===== src/rtl/mux4_rr_arbiter.sv =====
// Round-robin arbiter and select sequencer for the shared 4-to-1 mux datapath.
// Grants one requester at a time for up to BURST_LEN accepted beats.
module mux4_rr_arbiter #(
  parameter int BURST_LEN = 4,
  parameter int CNT_W     = 8
) (
  input  logic       clk,
  input  logic       rst_n,
  input  logic [3:0] req,
  input  logic       out_ready,
  output logic [3:0] gnt,
  output logic       s0,
  output logic       s1,
  output logic       out_valid,
  output logic [3:0] ack,
  output logic       busy
);

  typedef enum logic {IDLE, BUSY} state_t;

  state_t           state;
  logic [1:0]       ptr;
  logic [CNT_W-1:0] cnt;
  logic [1:0]       owner;
  logic             owner_req;
  logic             last_beat;
  logic [1:0]       win_idx;
  logic             win_any;

  // The select lines double as the owner index while BUSY
  assign owner     = {s1, s0};
  assign owner_req = req[owner];
  assign busy      = (state == BUSY);
  assign last_beat = (cnt == CNT_W'(BURST_LEN - 1));
  assign out_valid = busy & owner_req;
  assign ack       = gnt & req & {4{out_ready}};

  always_comb begin
    logic [1:0] cand;
    win_idx = ptr;
    win_any = 1'b0;
    cand    = ptr;
    // Scan from lowest to highest priority so the highest-priority hit is kept
    for (int k = 3; k >= 0; k--) begin
      cand = ptr + 2'(k);
      if (req[cand]) begin
        win_idx = cand;
        win_any = 1'b1;
      end
    end
  end

  always_ff @(posedge clk or negedge rst_n) begin
    if (!rst_n) begin
      state <= IDLE;
      gnt   <= '0;
      s0    <= 1'b0;
      s1    <= 1'b0;
      ptr   <= '0;
      cnt   <= '0;
    end else begin
      case (state)
        IDLE: begin
          if (win_any) begin
            state    <= BUSY;
            gnt      <= 4'b0001 << win_idx;
            {s1, s0} <= win_idx;
            cnt      <= '0;
            ptr      <= win_idx + 2'd1;
          end
        end
        BUSY: begin
          // Selects are left alone on release so the mux never points elsewhere
          if (!owner_req) begin
            state <= IDLE;
            gnt   <= '0;
          end else if (out_ready) begin
            if (last_beat) begin
              state <= IDLE;
              gnt   <= '0;
            end else begin
              cnt <= cnt + 1'b1;
            end
          end
        end
        default: begin
          state <= IDLE;
          gnt   <= '0;
        end
      endcase
    end
  end

endmodule


===== config.mk =====
export PLATFORM = sky130hd
export DESIGN_NAME = mux4_rr_arbiter
export DESIGN_NICKNAME = d
export VERILOG_FILES = /design/src/rtl/mux4_rr_arbiter.sv
export SDC_FILE = /design/constraint.sdc
export NUM_CORES = 1
export LEC_CHECK = 0
export ABC_AREA = 1
export BUFFER_PORTS_ARGS = -buffer_cell sky130_fd_sc_hd__buf_4
export CORE_AREA = 3 3 67 44
export CTS_BUF_LIST = sky130_fd_sc_hd__clkbuf_8
export DETAILED_ROUTE_END_ITERATION = 10
export DIE_AREA = 0 0 70 47
export PLACE_DENSITY = 0.75
export SYNTH_ARGS = -nofsm -noshare
export SYNTH_HDL_FRONTEND = slang
export SYNTH_SLANG_ARGS = --single-unit

===== constraint.sdc =====
create_clock -name clk -period 1.5 [get_ports clk]
set_clock_uncertainty 0.05 [all_clocks]
set_input_delay 0.3 -clock clk [delete_from_list [all_inputs] [get_ports clk]]
set_output_delay 0.3 -clock clk [all_outputs]
set_load 0.05 [all_outputs]

==> results.sh <==
export IMPL_clock_latency_ps=270
export IMPL_area_growth_syn_to_layout_pct=66.0
export IMPL_yosys_area_top_type_share_pct=36.0
export IMPL_synth_seq_cells=17
export IMPL_vdd_drop_max_uv=1260
export IMPL_syn_nets=180
export IMPL_drtPass1Iterations=5
export IMPL_drt_initial_drc_count=173
export IMPL_holdCritStartpoint="out_ready"
export IMPL_post_route_period_util_pct=117
export IMPL_worst_slack_ps=-258
export IMPL_p_leak_nw=0.995
export IMPL_grt_util_met1_pct=33.2
export IMPL_critPathLaunch="s0"
export IMPL_pwr_share_clk_pct=7.7
export IMPL_async_reset_ff_share_pct=100
export IMPL_port_buffers=18
export IMPL_cp_top_family="compound AO/OA/AOI/OAI gates"
export IMPL_maxSlewHeadroom_pct=74.9
export IMPL_swShare_pct=54.8
export IMPL_combPwrFrac_pct=75.6
export IMPL_use_met3_pct=7.48
export IMPL_cpPeakStageDelay_ps=450
export IMPL_cts_tree="done"
export IMPL_path_clk_slew_ps=80
export IMPL_final_util_pct=81.1
export IMPL_grt_start_max_net_pins=18
export IMPL_arrival_ps=1410
export IMPL_yosysTopAreaCell="dfrtp_1"
export IMPL_grt_pass1_vias=1318
export IMPL_rsz0062_at_grt="yes"
export IMPL_wl_per_cell_um=19.2
export IMPL_synthTopCellsByCount="63 x nand2_1, 19 x nor2_1, 17 x dfrtp_1, 17 x inv_1, 16 x nand3_1"
export IMPL_critical_path_max_fanout=6
export IMPL_die_h_um=47
export IMPL_seqPwrFrac_pct=16.7
export IMPL_cts_root_buffer="clkbuf_8"
export IMPL_dieArea_um2=3290
export IMPL_status="complete, but fails checks"
export IMPL_r2r_start="ptr[0]"
export IMPL_maxCapViolations=0
export IMPL_hold_class="in -> reg"
export IMPL_setup_viol=18
export IMPL_cts_made_buffers=3
export IMPL_crit_path_end_kind="primary output"
export IMPL_clock_sinks=17
export IMPL_cp_num_buf_inv=1
export IMPL_synth_edf_count=0
export IMPL_syn_inst=172
export IMPL_cts_max_level=1
export IMPL_maxSlewViolCount=0
export IMPL_initial_utilization_pct=48.9
export IMPL_ant_nets=0
export IMPL_grt_ovfl_total=0
export IMPL_syn_area_um2=1180
export IMPL_crit_chain="a21oi_1, o21ai_1, a21oi_4, buf_6"
export IMPL_syn_avg_cell_area_um2=6.87
export IMPL_synth_most_common_cell="nand2_1"
export IMPL_yosysSeqAreaShare_pct=36.0
export IMPL_clockBufferDepth=2
export IMPL_p_per_area_nw_per_um2=2500
export IMPL_antenna_found_initial=0
export IMPL_vias=1512
export IMPL_place_gp_congestion=0.914
export IMPL_critical_path_slowest_cell="dfrtp_2"
export IMPL_drc=0
export IMPL_synth_main_ff_cell="dfrtp_1"
export IMPL_avgViaCountPerCell=5.82
export IMPL_hold_viol=0
export IMPL_critical_path_class="reg -> out"
export IMPL_diodes=0
export IMPL_hpwl_mm=2.63
export IMPL_die_x_um=70
export IMPL_synth_area_leaders="dfrtp_1 36%, nand2_1 20%, nand3_1 6.8%, nor2_1 6.0%, inv_1 5.4%"
export IMPL_groute_usage_overall_pct=25.8
export IMPL_grt_busiest_layer="met2"
export IMPL_ys_types=25
export IMPL_drive_above_1_share_pct=54.8
export IMPL_p_int_mw=2.22
export IMPL_route_final_wire_length_mm=4.99
export IMPL_violations="negative setup slack"
export IMPL_fmax_mhz=569
export IMPL_rows=14
export IMPL_grt_pass1_wl_mm=6.34
export IMPL_ios=19
export IMPL_cp_required_ps=1150
export IMPL_total_power_mw=4.91
export IMPL_netSwitchingPower_mw=2.69
export IMPL_start_kind="flip-flop"
export IMPL_met2_usage_pct=44.8
export IMPL_tightestPinTransition_ps=376
export IMPL_final_nets=237
export IMPL_core_um2=2420
export IMPL_min_period_ps=1760
export IMPL_yosys_warnings=0
cell usage in the layout, fill, tap and decap left out, types with 2 or more instances in the layout:
master,netlist,layout
inv_2,1,5
nor2_1,19,14
nand2_1,63,38
nand4_1,3,3
o21ai_4,0,2
o21ai_2,2,2
o21ai_1,4,4
buf_4,0,42
nand2_4,2,11
buf_12,0,2
nor2_4,0,6
nand3_2,0,7
nand2_2,7,23
dfrtp_1,17,12
nand3_1,16,9
dfrtp_2,0,5
buf_6,1,7
xnor2_1,2,2
inv_1,17,11
xor2_1,4,4
clkbuf_8,0,3
nand2_8,0,2
worst paths after layout:
check | end | slack (ps) | depth (start not counted)
min in group asynchronous | cnt[3] | 390 | 2
max in group asynchronous | ptr[1] | 800 | 2
worst min-delay path | cnt[0] | 380 | 3
worst min register to register | gnt[3] | 480 | 2
worst max-delay path | out_valid | -260 | 4
worst max register to register | cnt[5] | -230 | 11
kinds of logic (layout without fill, tap and decap cells):
logic type,after synthesis,count (layout),share of synthesized area [%]
xor gates and xnor gates,6,6,4.45
buffers and inverters,20,74,7.94
and+or+nand+nor,116,118,44.3
DFF,17,17,36.0
adders and majority gates,1,1,1.06
AOI/OAI and AO/OA,12,12,6.25
tightest hold or removal path, stage by stage:
cell	delay [ps]
buf_4	130
nand3_4	160
o21ai_2	70
power groups by stage:
stage / combinational [mW] / clock [mW] / sequential [mW]
2_1_floorplan: 1.40 / 0 / 0.982
3_3_place_gp: 2.36 / 0 / 0.766
4_1_cts: 2.96 / 0.361 / 0.785
5_1_grt: 3.90 / 0.395 / 0.834
6_report: 3.71 / 0.378 / 0.821
3_5_place_dp: 2.43 / 0 / 0.777
registers in the layout (all words and copies together), names as in the netlist:
signal  cells
busy        1
cnt         8
gnt         4
ptr         2
s0          1
s1          1
cell type report:
class                           count  area, µm²
Clock buffer                        3       41.3
Clock inverter                      1       7.51
Fill cell                         126        457
Inverter                           18       75.1
Multi-Input combinational cell    137        921
Sequential cell                    17        432
Tap cell                           32       40.0
Timing Repair Buffer               52        444
metal layers:
layer	part of all wire [%]	vias to the layer above	routed length, µm
met5	0	-	0
li1	-	658	-
met3	9.2	19	458
met4	2.4	0	122
met2	45	107	2270
met1	43	728	2140
per-stage QoR:
step | TNS [ps] | instance area (µm²) | instances | setup slack, ps | hold WS, ps
6_report | -3840 | 1960 | 260 | -258 | 380
3_5_place_dp | -1620 | 1580 | 244 | -196 | 129
4_1_cts | -1690 | 1790 | 256 | -124 | 349
5_1_grt | -4590 | 1960 | 260 | -335 | 371
2_1_floorplan | -2690 | 1220 | 172 | -258 | -45.6
3_3_place_gp | -920 | 1580 | 244 | -123 | 126
repair_timing:
| item | 4_1_cts | 5_1_grt |
|---|---|---|
| hold buffers | 1 | 0 |
| resized for setup | 32 | 38 |
| buffers inserted | 6 | 3 |
| pin swaps | 20 | 20 |
| endpoints found under the hold margin | 17 | 0 |
| cloned | 1 | 1 |
| setup endpoints to repair | 18 | 18 |
(Power assumes the default switching activity.)
